==> src/rtl/scanout_pkg.sv <==
// ---------------------------------------------------------------------------
// scanout_pkg
// Shared definitions for the frame scan-out controller: the controller state
// enum, default raster timing, the frame buffer address width and the
// colour-bar palette used by the optional test-pattern generator
// (SCANOUT_TEST_PATTERN_EN).
// ---------------------------------------------------------------------------
package scanout_pkg;

   typedef enum logic [1:0] {
      IDLE   = 2'd0,
      SCAN   = 2'd1,
      VBLANK = 2'd2
   } scanState_t;

   localparam int DEF_H_ACTIVE = 100;
   localparam int DEF_H_FP     = 4;
   localparam int DEF_H_SYNC   = 8;
   localparam int DEF_H_BP     = 4;
   localparam int DEF_V_ACTIVE = 100;
   localparam int DEF_V_FP     = 2;
   localparam int DEF_V_SYNC   = 2;
   localparam int DEF_V_BP     = 2;

   localparam int ADDR_W = 20;

   localparam int NUM_BARS = 8;

   // Colour-bar palette, packed as {R,G,B}.
   localparam logic [23:0] BAR_WHITE   = 24'hFFFFFF;
   localparam logic [23:0] BAR_YELLOW  = 24'hFFFF00;
   localparam logic [23:0] BAR_CYAN    = 24'h00FFFF;
   localparam logic [23:0] BAR_GREEN   = 24'h00FF00;
   localparam logic [23:0] BAR_MAGENTA = 24'hFF00FF;
   localparam logic [23:0] BAR_RED     = 24'hFF0000;
   localparam logic [23:0] BAR_BLUE    = 24'h0000FF;
   localparam logic [23:0] BAR_BLACK   = 24'h000000;

   // Maps a bar index (0 = leftmost) to its {R,G,B} colour.
   function automatic logic [23:0] barColour(input logic [2:0] idx);
      logic [23:0] colour;
      colour = BAR_BLACK;
      case (idx)
         3'd0:    colour = BAR_WHITE;
         3'd1:    colour = BAR_YELLOW;
         3'd2:    colour = BAR_CYAN;
         3'd3:    colour = BAR_GREEN;
         3'd4:    colour = BAR_MAGENTA;
         3'd5:    colour = BAR_RED;
         3'd6:    colour = BAR_BLUE;
         default: colour = BAR_BLACK;
      endcase
      return colour;
   endfunction

endpackage

==> src/rtl/scan_timing_gen.sv <==
// ---------------------------------------------------------------------------
// scan_timing_gen
// Raster position counters for the scan-out controller. Owns the horizontal
// and vertical counters and decodes the raw (unregistered) sync and
// active-area flags from them.
//
// Ports:
//   clk            in   clock, all logic on posedge
//   reset          in   synchronous active-low reset
//   run            in   1 = counters advance, 0 = counters held at 0
//   hCnt           out  horizontal position 0..H_TOTAL-1
//   lineEnd        out  hCnt is on the last cycle of a line
//   frameEnd       out  last cycle of the last line of the frame
//   lastActiveLine out  vCnt is the last visible line
//   hActive        out  hCnt is inside the visible part of the line
//   activeRaw      out  position is inside the visible area
//   hsyncRaw       out  active-low horizontal sync for the current position
//   vsyncRaw       out  active-low vertical sync for the current position
// ---------------------------------------------------------------------------
module scan_timing_gen
   import scanout_pkg::*;
#(
   parameter int H_ACTIVE = DEF_H_ACTIVE,
   parameter int H_FP     = DEF_H_FP,
   parameter int H_SYNC   = DEF_H_SYNC,
   parameter int H_BP     = DEF_H_BP,
   parameter int V_ACTIVE = DEF_V_ACTIVE,
   parameter int V_FP     = DEF_V_FP,
   parameter int V_SYNC   = DEF_V_SYNC,
   parameter int V_BP     = DEF_V_BP,
   parameter int HCNT_W   = $clog2(H_ACTIVE + H_FP + H_SYNC + H_BP),
   parameter int VCNT_W   = $clog2(V_ACTIVE + V_FP + V_SYNC + V_BP)
)(
   input  logic              clk,
   input  logic              reset,
   input  logic              run,
   output logic [HCNT_W-1:0] hCnt,
   output logic              lineEnd,
   output logic              frameEnd,
   output logic              lastActiveLine,
   output logic              hActive,
   output logic              activeRaw,
   output logic              hsyncRaw,
   output logic              vsyncRaw
);

   localparam int H_TOTAL = H_ACTIVE + H_FP + H_SYNC + H_BP;
   localparam int V_TOTAL = V_ACTIVE + V_FP + V_SYNC + V_BP;

   localparam logic [HCNT_W-1:0] H_LAST     = HCNT_W'(H_TOTAL - 1);
   localparam logic [HCNT_W-1:0] H_VIS      = HCNT_W'(H_ACTIVE);
   localparam logic [HCNT_W-1:0] HS_START   = HCNT_W'(H_ACTIVE + H_FP);
   localparam logic [HCNT_W-1:0] HS_END     = HCNT_W'(H_ACTIVE + H_FP + H_SYNC);
   localparam logic [VCNT_W-1:0] V_LAST     = VCNT_W'(V_TOTAL - 1);
   localparam logic [VCNT_W-1:0] V_VIS      = VCNT_W'(V_ACTIVE);
   localparam logic [VCNT_W-1:0] V_VIS_LAST = VCNT_W'(V_ACTIVE - 1);
   localparam logic [VCNT_W-1:0] VS_START   = VCNT_W'(V_ACTIVE + V_FP);
   localparam logic [VCNT_W-1:0] VS_END     = VCNT_W'(V_ACTIVE + V_FP + V_SYNC);

   logic [VCNT_W-1:0] vCnt;

   // Position decodes. Syncs are active-low: 0 inside the sync window.
   assign lineEnd        = (hCnt == H_LAST);
   assign frameEnd       = lineEnd && (vCnt == V_LAST);
   assign lastActiveLine = (vCnt == V_VIS_LAST);
   assign hActive        = (hCnt < H_VIS);
   assign activeRaw      = hActive && (vCnt < V_VIS);
   assign hsyncRaw       = !((hCnt >= HS_START) && (hCnt < HS_END));
   assign vsyncRaw       = !((vCnt >= VS_START) && (vCnt < VS_END));

   // Raster counters. While the controller is idle they sit at the top-left
   // corner so the first active cycle of a frame is always position (0,0).
   // The line counter steps at the end of every line and wraps with the
   // frame, so consecutive frames follow each other with no gap.
   always_ff @(posedge clk) begin
      if (!reset || !run) begin
         hCnt <= '0;
         vCnt <= '0;
      end else if (lineEnd) begin
         hCnt <= '0;
         vCnt <= frameEnd ? '0 : vCnt + 1'b1;
      end else begin
         hCnt <= hCnt + 1'b1;
      end
   end

endmodule

==> src/rtl/frame_scanout.sv <==
// ---------------------------------------------------------------------------
// frame_scanout
// Display-side scan-out controller for the frame buffer. Reads the buffer in
// raster order, absorbs its one-cycle registered read latency and emits an
// aligned RGB stream with data-enable and active-low syncs. It also tells the
// writer when the buffer may be refilled (no visible pixels left to read).
//
// Optional feature: define SCANOUT_TEST_PATTERN_EN to add the tp_sel input,
// which replaces buffer data with eight vertical colour bars.
//
// Ports:
//   clk                 in   clock, all logic on posedge
//   reset               in   synchronous active-low reset
//   enable              in   permits starting a new frame
//   buf_full            in   buffer holds a complete frame (level)
//   tp_sel              in   select colour bars (SCANOUT_TEST_PATTERN_EN only)
//   RE                  out  buffer read enable
//   Addr                out  buffer read address
//   R_in, G_in, B_in    in   buffer read data, valid one cycle after RE
//   pix_r, pix_g, pix_b out  output pixel
//   de                  out  output pixel valid
//   hsync, vsync        out  active-low syncs, aligned with the pixels
//   buf_empty           out  buffer may be rewritten
//   frame_done          out  one-cycle pulse on the last cycle of a frame
// ---------------------------------------------------------------------------
module frame_scanout
   import scanout_pkg::*;
#(
   parameter int H_ACTIVE = DEF_H_ACTIVE,
   parameter int H_FP     = DEF_H_FP,
   parameter int H_SYNC   = DEF_H_SYNC,
   parameter int H_BP     = DEF_H_BP,
   parameter int V_ACTIVE = DEF_V_ACTIVE,
   parameter int V_FP     = DEF_V_FP,
   parameter int V_SYNC   = DEF_V_SYNC,
   parameter int V_BP     = DEF_V_BP
)(
   input  logic              clk,
   input  logic              reset,
   input  logic              enable,
   input  logic              buf_full,
`ifdef SCANOUT_TEST_PATTERN_EN
   input  logic              tp_sel,
`endif
   output logic              RE,
   output logic [ADDR_W-1:0] Addr,
   input  logic [7:0]        R_in,
   input  logic [7:0]        G_in,
   input  logic [7:0]        B_in,
   output logic [7:0]        pix_r,
   output logic [7:0]        pix_g,
   output logic [7:0]        pix_b,
   output logic              de,
   output logic              hsync,
   output logic              vsync,
   output logic              buf_empty,
   output logic              frame_done
);

   localparam int H_TOTAL = H_ACTIVE + H_FP + H_SYNC + H_BP;
   localparam int V_TOTAL = V_ACTIVE + V_FP + V_SYNC + V_BP;
   localparam int HCNT_W  = $clog2(H_TOTAL);
   localparam int VCNT_W  = $clog2(V_TOTAL);

   scanState_t state;
   scanState_t nextState;

   logic [HCNT_W-1:0] hCnt;
   logic              lineEnd;
   logic              frameEnd;
   logic              lastActiveLine;
   logic              hActive;
   logic              activeRaw;
   logic              hsyncRaw;
   logic              vsyncRaw;

   logic              tpMode;
   logic              startOk;
   logic              counting;
   logic              activePix;
   logic [ADDR_W-1:0] rowBase;
   logic [ADDR_W-1:0] addrHold;

`ifdef SCANOUT_TEST_PATTERN_EN
   assign tpMode = tp_sel;
`else
   assign tpMode = 1'b0;
`endif

   // A frame may start only when the display is enabled and there is
   // something to show: a full buffer, or the internal colour bars.
   assign startOk  = enable && (buf_full || tpMode);
   assign counting = (state != IDLE);

   scan_timing_gen #(
      .H_ACTIVE (H_ACTIVE),
      .H_FP     (H_FP),
      .H_SYNC   (H_SYNC),
      .H_BP     (H_BP),
      .V_ACTIVE (V_ACTIVE),
      .V_FP     (V_FP),
      .V_SYNC   (V_SYNC),
      .V_BP     (V_BP),
      .HCNT_W   (HCNT_W),
      .VCNT_W   (VCNT_W)
   ) u_timing (
      .clk            (clk),
      .reset          (reset),
      .run            (counting),
      .hCnt           (hCnt),
      .lineEnd        (lineEnd),
      .frameEnd       (frameEnd),
      .lastActiveLine (lastActiveLine),
      .hActive        (hActive),
      .activeRaw      (activeRaw),
      .hsyncRaw       (hsyncRaw),
      .vsyncRaw       (vsyncRaw)
   );

   // Controller state register.
   always_ff @(posedge clk) begin
      if (!reset) begin
         state <= IDLE;
      end else begin
         state <= nextState;
      end
   end

   // Next-state logic. enable/buf_full are only looked at when a frame is
   // about to begin, so a buffer that stops being full mid-frame does not cut
   // the frame short. frame_done marks the final blanking cycle, which is
   // also where a back-to-back frame is decided.
   always_comb begin
      nextState  = state;
      frame_done = 1'b0;
      case (state)
         IDLE: begin
            if (startOk) begin
               nextState = SCAN;
            end
         end
         SCAN: begin
            if (lineEnd && lastActiveLine) begin
               nextState = VBLANK;
            end
         end
         VBLANK: begin
            if (frameEnd) begin
               frame_done = 1'b1;
               nextState  = startOk ? SCAN : IDLE;
            end
         end
         default: begin
            nextState = IDLE;
         end
      endcase
   end

   // Read-side outputs. The buffer becomes free for refilling as soon as the
   // last visible pixel has been requested, i.e. during the horizontal
   // blanking of the final visible line, not only once VBLANK is reached.
   assign activePix = (state == SCAN) && activeRaw;
   assign RE        = activePix && !tpMode;
   assign Addr      = RE ? (rowBase + ADDR_W'(hCnt)) : addrHold;
   assign buf_empty = tpMode || (state != SCAN) || (lastActiveLine && !hActive);

   // Line base address, advanced by one line width at the end of every
   // visible line so no multiplier is needed. Returns to 0 for the next frame.
   always_ff @(posedge clk) begin
      if (!reset || (state != SCAN)) begin
         rowBase <= '0;
      end else if (lineEnd) begin
         rowBase <= lastActiveLine ? '0 : rowBase + ADDR_W'(H_ACTIVE);
      end
   end

   // Remembers the address presented so it can be held steady while no read
   // is being issued.
   always_ff @(posedge clk) begin
      if (!reset) begin
         addrHold <= '0;
      end else begin
         addrHold <= Addr;
      end
   end

   // One register stage on de and the syncs so they line up with the data
   // the buffer returns one cycle after the read. Syncs stay inactive while
   // idle.
   always_ff @(posedge clk) begin
      if (!reset) begin
         de    <= 1'b0;
         hsync <= 1'b1;
         vsync <= 1'b1;
      end else begin
         de    <= activePix;
         hsync <= counting ? hsyncRaw : 1'b1;
         vsync <= counting ? vsyncRaw : 1'b1;
      end
   end

`ifdef SCANOUT_TEST_PATTERN_EN
   localparam int BAR_W    = (H_ACTIVE / NUM_BARS > 0) ? (H_ACTIVE / NUM_BARS) : 1;
   localparam int BARCNT_W = $clog2(BAR_W + 1);
   localparam logic [BARCNT_W-1:0] BAR_LAST = BARCNT_W'(BAR_W - 1);

   logic [BARCNT_W-1:0] tpPixCnt;
   logic [2:0]          tpBarIdx;
   logic                tpDly;
   logic [23:0]         tpColour;

   // Colour-bar position tracker. It tracks the bar of the pixel currently
   // being issued, restarts at the left edge whenever the raster leaves the
   // visible area, and parks on the last (black) bar for any leftover pixels
   // when the line width is not a multiple of eight.
   always_ff @(posedge clk) begin
      if (!reset || !activePix) begin
         tpPixCnt <= '0;
         tpBarIdx <= '0;
      end else if (tpPixCnt == BAR_LAST) begin
         tpPixCnt <= '0;
         if (tpBarIdx != 3'(NUM_BARS - 1)) begin
            tpBarIdx <= tpBarIdx + 1'b1;
         end
      end else begin
         tpPixCnt <= tpPixCnt + 1'b1;
      end
   end

   // The generated colour goes through the same single register stage as
   // buffer data so both sources share the de/sync alignment.
   always_ff @(posedge clk) begin
      if (!reset) begin
         tpDly    <= 1'b0;
         tpColour <= '0;
      end else begin
         tpDly    <= tpMode;
         tpColour <= barColour(tpBarIdx);
      end
   end
`endif

   // Output pixel mux: blanking is forced to black so downstream logic never
   // sees stale buffer data outside the visible area.
   always_comb begin
      pix_r = 8'h00;
      pix_g = 8'h00;
      pix_b = 8'h00;
      if (de) begin
`ifdef SCANOUT_TEST_PATTERN_EN
         if (tpDly) begin
            {pix_r, pix_g, pix_b} = tpColour;
         end else begin
            pix_r = R_in;
            pix_g = G_in;
            pix_b = B_in;
         end
`else
         pix_r = R_in;
         pix_g = G_in;
         pix_b = B_in;
`endif
      end
   end

endmodule

==> config.mk <==
export PLATFORM = sky130hd
export DESIGN_NAME = frame_scanout
export DESIGN_NICKNAME = d
export VERILOG_FILES = /design/src/rtl/scanout_pkg.sv /design/src/rtl/scan_timing_gen.sv /design/src/rtl/frame_scanout.sv
export SDC_FILE = /design/constraint.sdc
export NUM_CORES = 1
export LEC_CHECK = 0
export CORE_ASPECT_RATIO = 1.4
export CORE_MARGIN = 2
export CORE_UTILIZATION = 35
export CTS_CLUSTER_SIZE = 10
export DETAILED_ROUTE_END_ITERATION = 8
export GPL_TIMING_DRIVEN = 0
export PLACE_DENSITY = 0.58
export SYNTH_ARGS = -nofsm -noshare
export SYNTH_HDL_FRONTEND = slang
export SYNTH_HIERARCHICAL = 1
export SYNTH_SLANG_ARGS = --single-unit
==> constraint.sdc <==
create_clock -name clk -period 4.6 [get_ports clk]
set_input_delay 0.92 -clock clk [delete_from_list [all_inputs] [get_ports clk]]
set_output_delay 0.92 -clock clk [all_outputs]
set_load 0.05 [all_outputs]
==> results by group, run 1 <==
Run status
  – Outcome: finished, final reports clean

Cells and area
  – Share of post-route cells with drive strength above 1: 10.71%
  – Number of nets in the finished design: 508
  – Top library cells by usage in the layout, fill and taps aside: 77 x clkdlybuf4s50_1, 57 x dfxtp_1, 40 x nand2_1
  – Number of cells in the finished layout apart from fillers: 583
  – Diode count: 0
  – Most frequent standard cell in the layout excluding fill and tap cells: clkdlybuf4s50_1
  – Layout overhead on the synthesized area: 37.66%

Clock tree
  – Clock Root Buffer: clkbuf_16
  – Maximum buffer depth of the clock tree: 2
  – Clock transition at the registers of the reported paths: 0.05 ns
  – Maximum level of the CTS H-tree: 3
  – Total clock sinks: 57
  – Setup fix buffers added after clock tree synthesis: 0
  – Clock insertion delay at the later pin of the skew report: 0.33 ns
  – Number of buffers added by the clock tree synthesis step: 9
  – Hold-fix buffer count after cts: 0
  – CTS tree: yes
  – CTS resizes: 0

Setup path
  – Cells on worst reg2reg path: 10
  – Kind of start point of the critical path: register
  – Worst EP required: 3.68 ns
  – CP Class: reg -> out
  – Data arrival, critical path: 3.32 ns
  – Worst reg2reg startpoint: u_timing/hCnt[0]
  – Critical register-to-register path endpoint: rowBase[5]
  – Critical path endpoint category: output port
  – FF-to-FF setup slack: 1.60 ns
  – Crit Path Max Fanout: 10

STA
  – Max frequency: 235.7 MHz
  – Worst slew slack as a fraction of its limit: 51.78%
  – Pins over their slew limit: 0
  – Endpoints failing hold: 0
  – Transition at the pin with the smallest max-transition slack: 0.7166 ns
  – Min cycle time layout: 4.243 ns
  – Final setup violation count: 0
  – Period utilisation layout: 92.24%
  – Final setup skew: 0.005840 ns
  – Final sum of negative setup slack: 0 ns
  – Post-route worst setup slack: 0.3571 ns
  – RSZ-0062 raised after global routing: no

Logic synthesis
  – Top flip-flop cell by instance count after synthesis: dfxtp_1
  – Asr flop ratio synth: 0%
  – Unique cell type count in the Yosys netlist: 65
  – Post-Syn Area: 3183 um^2
  – #FFs+latches synth: 57
  – Warnings from Yosys: 6
  – Synthesized instance count: 383
  – Sequential cell area fraction in the yosys report: 35.85%
  – Top cells by area in the synthesized netlist: dfxtp_1 36%, and2_1 7.1%, nand2_1 4.7%
  – Total nets after synthesis: 420
  – Fraction of post-synthesis cell area in the top cell type by area: 35.85%
  – Number of enable-type register cells in the synthesized netlist: 0
  – Post-synth top area cell: dfxtp_1
  – Mean instance size in the synthesized netlist: 8.311 um^2

Hold path
  – Hold Crit Depth: 2
  – Hold wc startpoint: addrHold[1]
  – Hold endpoint: addrHold[1]
  – Hold Crit Class: reg -> reg

Global routing
  – Initial antenna violation count: 0
  – Remaining global-route overflow: 0
  – Overall global routing resource usage: 17.35%
  – Vias in the first global route: 2,740
  – Pin count of the biggest net entering global routing: 11
  – Global-route wire length before repair: 13,480 um

Pwr
  – Reported leakage power: 1.649 nW
  – Power density cells: 300.8 nW/um^2
  – Sw power: 0.3294 mW
  – Clock group share of total power: 48.4%
  – Portion of total power attributed to sequential cells: 38.4%
  – Combinational share of power: 13.3%
  – Switching Fraction: 24.99%
  – Worst VDD drop: 208.6 uV
  – Cell-internal power: 0.9887 mW

Placed design
  – # port buffers: 77
  – Total half-perimeter wirelength after legalization and detailed placement: 6703 um
  – Worst Setup Slack post-DPL: 0.6308 ns
  – Placed cell count: 567
  – Last weighted congestion value of the routability-driven placer: 0.7537

Drt
  – Routed vias/inst: 5.113
  – Initial DRT Pass Iterations: 5
  – DRC violation count after routing: 0
  – DRC violation total after the first TritonRoute iteration: 180
  – Number of vias after detailed routing: 2,981
  – Average detailed-routed wire length per instance: 14.70 um
  – Routed WL: 8568 um
  – Post-route antenna net violation count: 0

Die
  – Top-Level Pins: 78
  – Core area: 8926 um^2
  – Effective utilization at floorplan: 35.66%
  – Die boundary width: 84.60 um
  – Full die area: 9884 um^2
  – Vert. Die Dim: 116.8 um
  – Floorplan row count: 41

Job
  – Number of maximum-capacitance constraint violations: 0
cell usage after synthesis, drive strengths merged (3+ instances only):
cell type	count
dfxtp	57
nand2	41
and2	37
nor2	36
a21oi	31
o21ai	17
xnor2	16
nand3	13
and3	11
buf	10
inv	10
ha	9
or3	9
clkbuf	8
nor3	7
nand4	6
xor2	6
nor2b	5
a211o	4
a211oi	4
a31o	4
nor3b	4
or4	4
o21a	3
or2	3
routing by layer:
metal | vias up | share of wire (%) | track usage, %
met5 | - | 0 | 0
met4 | 0 | 2.8 | 9.524
met3 | 16 | 4.3 | 2.665
met2 | 67 | 53 | 32.34
met1 | 1377 | 40 | 18.73
li1 | 1521 | - | -
critical path: stages (launching register included):
cell	delay (ns)
dfxtp_1	0.37
o311ai_0	0.59
o21a_1	0.34
nand2_8	0.11
inv_4	0.12
buf_4	0.18
buf_2	0.23
nor2_1	0.08
nor2_1	0.15
clkdlybuf4s50_1	0.82
sequential cells by signal, summed over array words and instances (netlist names):
name,flops
de,1
vsync,1
addrHold,20
u_timing/hCnt,7
state,2
rowBase,18
hsync,1
u_timing/vCnt,7
how the worst max path moves through the flow:
stage	from	to	slack, ns	depth (start not counted)
after floorplan	u_timing/hCnt[3]	Addr[10]	1.35	8
after global placement	u_timing/hCnt[3]	Addr[9]	0.61	9
after detailed placement	u_timing/hCnt[3]	Addr[15]	0.63	9
after CTS	u_timing/hCnt[3]	Addr[15]	0.28	9
after global routing	u_timing/hCnt[3]	Addr[10]	0.16	9
final	u_timing/hCnt[2]	Addr[9]	0.36	9
power groups by stage:
stage                     Sequential [mW]  Clock [mW]  Combinational, mW
after CTS                           0.506       0.650              0.177
after global placement              0.515           0              0.176
final                               0.506       0.638              0.175
after detailed placement            0.516           0              0.176
after floorplan                     0.516           0              0.104
after global routing                0.506       0.668              0.185
through the flow:
stage | utilization (%) | instance area (um^2) | power (mW) | hold WS, ns
final | 49.09 | 4382 | 1.318 | 0.4587
after global routing | 49.09 | 4382 | 1.359 | 0.4786
after CTS | 49.09 | 4382 | 1.332 | 0.4594
after detailed placement | 45.79 | 4088 | 0.6919 | 0.4527
after global placement | 45.79 | 4088 | 0.6913 | 0.4489
after floorplan | - | 3183 | 0.6202 | 0.4302
area by class of cell:
cell class / count / area, um^2
clock inverter: 2 / 10.01
buffer: 18 / 106.4
fill: 870 / 4544
clock buffer: 14 / 284.0
sequential: 57 / 1141
timing repair buffer: 77 / 770.7
inverter: 10 / 40.04
tap: 107 / 133.9
multi-input combinational: 298 / 1896
kinds of logic (layout without fill, tap and decap cells):
group                      Yosys count  after routing  synth area share, %
adders and majority gates            9              9                3.538
DFF                                 57             57                35.85
and+or+nand+nor                    185            185                32.23
muxes                                2              2               0.6682
AOI/OAI and AO/OA                   80             80                17.06
xor gates and xnor gates            22             22                6.053
buffers and inverters               28            121                4.599
No activity file was read; power rests on OpenSTA's default activity.
==> run 2, diff against run 1 <==
--- a/config.mk
+++ b/config.mk
@@ -11,7 +11,7 @@
 export CTS_CLUSTER_SIZE = 10
 export DETAILED_ROUTE_END_ITERATION = 8
 export GPL_TIMING_DRIVEN = 0
-export PLACE_DENSITY = 0.58
+export PLACE_DENSITY = 0.65
 export SYNTH_ARGS = -nofsm -noshare
 export SYNTH_HDL_FRONTEND = slang
 export SYNTH_HIERARCHICAL = 1
==> run 2 against run 1 <==
Sequential power about the same. Flip-flop and latch count unchanged. Combinational power about the same. Critical endpoint is now Addr[11].
==> results by group, run 2 (synthesized netlist as in run 1, its figures left out) <==
Die
  – Vert. Die Dim: 116.8 um (unchanged)
  – Effective utilization at floorplan: 35.66% (unchanged)
  – Top-Level Pins: 78 (unchanged)
  – Floorplan row count: 41 (unchanged)
  – Core area: 8926 um^2 (unchanged)
  – Full die area: 9884 um^2 (unchanged)
  – Die boundary width: 84.60 um (unchanged)

Placed design
  – Total placed instance area: 4088 um^2 (unchanged)
  – Worst Setup Slack post-DPL: 0.7587 ns (+0.1279 ns)
  – # port buffers: 77 (unchanged)
  – Last weighted congestion value of the routability-driven placer: 0.8237 (+9.3%)
  – Total half-perimeter wirelength after legalization and detailed placement: 6311 um (-5.9%)
  – Placed cell count: 567 (unchanged)

Pwr
  – Portion of total power attributed to sequential cells: 34.2% (-4.2 points)
  – Reported leakage power: 1.676 nW (+1.6%)
  – Power density cells: 332.1 nW/um^2 (+10%)
  – Sw power: 0.3374 mW (+2.4%)
  – Cell-internal power: 1.141 mW (+15%)
  – Clock group share of total power: 54.0% (+5.6 points)
  – Worst VDD drop: 195.4 uV (-6.3%)
  – Switching Fraction: 22.82% (-2.2 points)
  – Sum of internal, switching and leakage power: 1.478 mW (+12%)
  – Combinational share of power: 11.8% (-1.5 points)

Clock tree
  – Maximum level of the CTS H-tree: 3 (unchanged)
  – Clock transition at the registers of the reported paths: 0.05 ns (about the same)
  – Clock insertion delay at the later pin of the skew report: 0.32 ns (about the same)
  – CTS resizes: 0 (unchanged)
  – Hold-fix buffer count after cts: 0 (unchanged)
  – Maximum buffer depth of the clock tree: 2 (unchanged)
  – Setup fix buffers added after clock tree synthesis: 0 (unchanged)
  – Number of buffers added by the clock tree synthesis step: 9 (unchanged)
  – Total clock sinks: 57 (unchanged)
  – CTS tree: yes
  – Clock Root Buffer: clkbuf_16

Hold path
  – Hold Crit Class: reg -> reg
  – Hold Crit Depth: 1 (-1)

Cells and area
  – Number of nets in the finished design: 508 (unchanged)
  – Top library cells by usage in the layout, fill and taps aside: 77 x clkdlybuf4s50_1, 57 x dfxtp_1, 40 x nand2_1
  – Number of cells in the finished layout apart from fillers: 583 (unchanged)
  – Flip-flop count of the largest register, all copies and words added: 20 (unchanged)
  – Most frequent standard cell in the layout excluding fill and tap cells: clkdlybuf4s50_1
  – Layout overhead on the synthesized area: 39.86%
  – Diode count: 0 (unchanged)
  – Leading registers by flop count: addrHold (20), rowBase (18)
  – Most flops, register: addrHold
  – Share of post-route cells with drive strength above 1: 10.92% (+0.21 points)
  – Layout Utilization: 49.87% (+0.78 points)
  – Post-route design area: 4452 um^2 (+1.6%)
  – Count of fill cells added during filler insertion: 856 (-1.6%)

Setup path
  – Critical path endpoint category: output port
  – CP Class: reg -> out
  – Cells on worst reg2reg path: 10 (unchanged)
  – Top cell by count, worst path: nor2_1
  – Kind of start point of the critical path: register
  – Top delay family on crit path: buffers and inverters
  – Cell count along the critical path: 9 (unchanged)
  – Crit Path Max Fanout: 10 (unchanged)
  – Largest stage delay, worst path: 0.82 ns (about the same)
  – Crit path buffers/inverters: 4 (unchanged)
  – Worst path slowest cell: clkdlybuf4s50_1
  – Data arrival, critical path: 3.20 ns (-0.12 ns)
  – Crit path cell chain: o311ai_0 -> o21a_1 -> nand2_8 -> inv_4 -> buf_4 -> buf_2 -> nor2_1 -> nor2_1 -> clkdlybuf4s50_1
  – Worst EP required: 3.68 ns (about the same)

Global routing
  – Global Route met3 Usage: 4.067% (+1.4 points)
  – Remaining global-route overflow: 0 (unchanged)
  – Pin count of the biggest net entering global routing: 11 (unchanged)
  – GR Layer Usage met2: 31.29% (-1.0 points)
  – M1 GR Usage: 19.19% (+0.46 points)
  – Vias in the first global route: 2,878 (+5.0%)
  – Overall global routing resource usage: 16.91% (-0.43 points)
  – Global-route wire length before repair: 13,500 um (+0.16%)
  – Initial antenna violation count: 0 (unchanged)
  – Busiest layer in global routing: met2

Drt
  – DRC violation count after routing: 0 (unchanged)
  – DRC violation total after the first TritonRoute iteration: 170 (-5.6%)
  – Number of vias after detailed routing: 3,006 (+0.84%)
  – Routed WL: 8150 um (-4.9%)
  – Routed vias/inst: 5.156 (+0.84%)
  – Initial DRT Pass Iterations: 4 (-1)
  – Average detailed-routed wire length per instance: 13.98 um (-4.9%)
  – Post-route antenna net violation count: 0 (unchanged)

Job
  – Number of maximum-capacitance constraint violations: 0 (unchanged)

STA
  – Worst hold margin: 0.4614 ns (+0.002737 ns)
  – Min cycle time layout: 4.124 ns (-0.1191 ns)
  – Pins over their slew limit: 0 (unchanged)
  – Transition at the pin with the smallest max-transition slack: 0.6775 ns (-0.03914 ns)
  – Final setup violation count: 0 (unchanged)
  – Worst slew slack as a fraction of its limit: 54.76% (+3.0 points)
  – RSZ-0062 raised after global routing: no
  – Period utilisation layout: 89.65% (-2.6 points)
  – Final setup skew: 0.005846 ns (+0.000006380 ns)
  – Post-route worst setup slack: 0.4762 ns (+0.1191 ns)
  – Endpoints failing hold: 0 (unchanged)
  – Final sum of negative setup slack: 0 ns (unchanged)
  – Max frequency: 242.5 MHz (+2.9%)

Run status
  – Outcome: finished, final reports clean
run 2: changes by cell type in the layout (fill, tap and decap cells not counted), sizes merged:
cell / delta
clkbuf: -2
clkinv: -2
bufinv: +3
clkinvlp: +1
run 2: cell type report:
class                      count  area (um^2)  share of cell area, %
timing repair buffer          77        770.7                  17.31
buffer                        18        106.4                  2.389
clock inverter                 4        97.59                  2.192
tap                          107        133.9                  3.007
sequential                    57         1141                  25.63
clock buffer                  12        266.5                  5.987
inverter                      10        40.04                 0.8994
multi-input combinational    298         1896                  42.58
run 2: per-layer routing:
metal	part of all wire (%)	up-vias
li1	-	1520
met1	42	1400
met2	52	77
met3	4.8	9
met4	1.5	0
met5	0	-
run 2: path summary, 6_finish.rpt:
check              startpoint               end  slack [ns]
max          u_timing/hCnt[3]          Addr[11]        0.48
min          u_timing/hCnt[0]  u_timing/hCnt[0]        0.46
max reg2reg  u_timing/hCnt[0]        rowBase[4]        1.75
min reg2reg  u_timing/hCnt[0]  u_timing/hCnt[0]        0.46
run 2: worst reg2reg max path: stages, from the launching register on:
cell,delay (ns)
dfxtp_1,0.37
ha_1,0.22
nand2_1,0.06
or4_4,0.51
buf_6,0.16
inv_1,0.17
clkbuf_1,0.34
nand2_1,0.13
nand3_1,0.27
clkbuf_1,0.39
nor2_1,0.10
run 2: power by group through the flow:
stage | combinational (mW) | clock [mW] | sequential, mW
2_1_floorplan | 0.104 | 0 | 0.516
3_3_place_gp | 0.174 | 0 | 0.515
3_5_place_dp | 0.176 | 0 | 0.516
4_1_cts | 0.176 | 0.813 | 0.505
5_1_grt | 0.185 | 0.841 | 0.506
6_report | 0.175 | 0.798 | 0.505
==> run 3, diff against run 2 <==
--- a/config.mk
+++ b/config.mk
@@ -8,6 +8,7 @@
 export CORE_ASPECT_RATIO = 1.4
 export CORE_MARGIN = 2
 export CORE_UTILIZATION = 35
+export CTS_BUF_LIST = sky130_fd_sc_hd__clkbuf_4
 export CTS_CLUSTER_SIZE = 10
 export DETAILED_ROUTE_END_ITERATION = 8
 export GPL_TIMING_DRIVEN = 0
==> run 3 against run 2 <==
Clock power fell by 43%. Total power fell by 23%. Critical path depth did not move. Sequential share of layout area rose by 1.1 points. Critical endpoint unchanged.
==> results by group, run 3 (synthesized netlist as in run 1, its figures left out) <==
Cells and area
  – Top library cells by usage in the layout, fill and taps aside: 77 x clkdlybuf4s50_1, 57 x dfxtp_1, 40 x nand2_1
  – Share of post-route cells with drive strength above 1: 10.29% (-0.63 points)
  – Layout overhead on the synthesized area: 33.96%
  – Flip-flop count of the largest register, all copies and words added: 20 (unchanged)
  – Most frequent standard cell in the layout excluding fill and tap cells: clkdlybuf4s50_1
  – Diode count: 0 (unchanged)
  – Leading registers by flop count: addrHold (20), rowBase (18)
  – Most flops, register: addrHold
  – Number of nets in the finished design: 508 (unchanged)
  – Number of cells in the finished layout apart from fillers: 583 (unchanged)

Placed design
  – # port buffers: 77 (unchanged)
  – Total half-perimeter wirelength after legalization and detailed placement: 6311 um (unchanged)
  – Worst Setup Slack post-DPL: 0.7587 ns (unchanged)
  – Last weighted congestion value of the routability-driven placer: 0.8237 (unchanged)
  – Placed cell count: 567 (unchanged)

Setup path
  – Data arrival, critical path: 3.32 ns (+0.12 ns)
  – Critical path endpoint category: output port
  – Crit Path Max Fanout: 10 (unchanged)
  – CP Class: reg -> out
  – Worst EP required: 3.68 ns (about the same)
  – Kind of start point of the critical path: register

Clock tree
  – Clock Root Buffer: clkbuf_4
  – Setup fix buffers added after clock tree synthesis: 0 (unchanged)
  – Number of buffers added by the clock tree synthesis step: 9 (unchanged)
  – Clock insertion delay at the later pin of the skew report: 0.39 ns (+0.07 ns)
  – Maximum level of the CTS H-tree: 3 (unchanged)
  – Total clock sinks: 57 (unchanged)
  – CTS tree: yes
  – Clock transition at the registers of the reported paths: 0.09 ns (+0.04 ns)
  – CTS resizes: 0 (unchanged)
  – Hold-fix buffer count after cts: 0 (unchanged)
  – Maximum buffer depth of the clock tree: 2 (unchanged)

Drt
  – Average detailed-routed wire length per instance: 13.82 um (-1.2%)
  – DRC violation total after the first TritonRoute iteration: 167 (-1.8%)
  – Routed vias/inst: 5.122 (-0.67%)
  – Number of vias after detailed routing: 2,986 (-0.67%)
  – Post-route antenna net violation count: 0 (unchanged)
  – Initial DRT Pass Iterations: 4 (unchanged)
  – DRC violation count after routing: 0 (unchanged)
  – Routed WL: 8055 um (-1.2%)

Pwr
  – Cell-internal power: 0.8366 mW (-27%)
  – Switching Fraction: 26.23% (+3.4 points)
  – Reported leakage power: 1.589 nW (-5.2%)
  – Combinational share of power: 15.4% (+3.6 points)
  – Worst VDD drop: 169.2 uV (-13%)
  – Power density cells: 266.0 nW/um^2 (-20%)
  – Clock group share of total power: 40.2% (-14 points)
  – Sw power: 0.2974 mW (-12%)
  – Portion of total power attributed to sequential cells: 44.4% (+10 points)
  – Sum of internal, switching and leakage power: 1.134 mW (-23%)

STA
  – Final sum of negative setup slack: 0 ns (unchanged)
  – Transition at the pin with the smallest max-transition slack: 0.6649 ns (-0.01255 ns)
  – Post-route worst setup slack: 0.3588 ns (-0.1174 ns)
  – Worst slew slack as a fraction of its limit: 55.60% (+0.84 points)
  – Endpoints failing hold: 0 (unchanged)
  – Final setup skew: 0.01174 ns (+0.005891 ns)
  – Min cycle time layout: 4.241 ns (+0.1174 ns)
  – RSZ-0062 raised after global routing: no
  – Period utilisation layout: 92.20% (+2.6 points)
  – Pins over their slew limit: 0 (unchanged)
  – Max frequency: 235.8 MHz (-2.8%)
  – Final setup violation count: 0 (unchanged)

Global routing
  – Pin count of the biggest net entering global routing: 11 (unchanged)
  – Overall global routing resource usage: 16.76% (-0.15 points)
  – Remaining global-route overflow: 0 (unchanged)
  – Global-route wire length before repair: 13,430 um (-0.51%)
  – Initial antenna violation count: 0 (unchanged)
  – Vias in the first global route: 2,877 (-0.035%)

Die
  – Full die area: 9884 um^2 (unchanged)
  – Effective utilization at floorplan: 35.66% (unchanged)
  – Vert. Die Dim: 116.8 um (unchanged)
  – Top-Level Pins: 78 (unchanged)
  – Core area: 8926 um^2 (unchanged)
  – Die boundary width: 84.60 um (unchanged)
  – Floorplan row count: 41 (unchanged)

Hold path
  – Hold Crit Class: reg -> reg

Run status
  – Outcome: finished, final reports clean

Job
  – Number of maximum-capacitance constraint violations: 0 (unchanged)
==> run 3: changes by cell type in the layout (fill, tap and decap cells not counted) <==
cell,delta
clkbuf_16,-9
clkbuf_4,+9
clkbuf_8,-3
clkinv_1,+3
==> run 3: power groups by stage <==
stage | combinational [mW] | sequential (mW) | clock (mW)
CTS | 0.176 | 0.504 | 0.473
finish | 0.174 | 0.504 | 0.456
global placement | 0.174 | 0.515 | 0
floorplan | 0.104 | 0.516 | 0
detailed placement | 0.176 | 0.516 | 0
global route | 0.185 | 0.505 | 0.498
==> run 3: path summary, 6_finish.rpt <==
kind / start / endpoint / slack, ns / cells past startpoint
setup / recovery: u_timing/hCnt[3] / Addr[11] / 0.36 / 9
hold / removal: u_timing/hCnt[0] / u_timing/hCnt[0] / 0.47 / 1
setup reg to reg: u_timing/hCnt[0] / rowBase[4] / 1.72 / 10
hold reg to reg: u_timing/hCnt[0] / u_timing/hCnt[0] / 0.47 / 1
==> run 3: through the flow <==
step,util (%),hold slack (ns),area (um^2)
after floorplan,-,0.4302,3183
after global placement,45.79,0.4500,4088
after detailed placement,45.79,0.4543,4088
after CTS,47.77,0.4772,4264
after global routing,47.77,0.5078,4264
final,47.77,0.4691,4264
==> run 3: worst max-delay path: stages, from the launching register on <==
cell and delay (ns):
dfxtp_1 0.38, o311ai_0 0.52, o21a_1 0.34, nand2_8 0.11
inv_4 0.12, buf_4 0.18, buf_2 0.23, nor2_1 0.08
nor2_1 0.14, clkdlybuf4s50_1 0.82
==> run 3: cell type report <==
type / count / area, um^2
plain buffers: 18 / 106.4
inverters: 10 / 40.04
well taps: 107 / 133.9
flip-flops and latches: 57 / 1141
multi-input cells: 298 / 1896
clock inverters: 7 / 108.9
clock buffers: 9 / 67.56
repair buffers: 77 / 770.7
fillers: 892 / 4662
==> run 3: per-layer routing <==
metal  routed length (um)  share of wire (%)  track usage [%]
met1                 3399                 42            18.93
met2                 4160                 52            30.92
met3                  348                4.3            3.647
met4                  147                1.8            6.243
met5                    0                  0                0
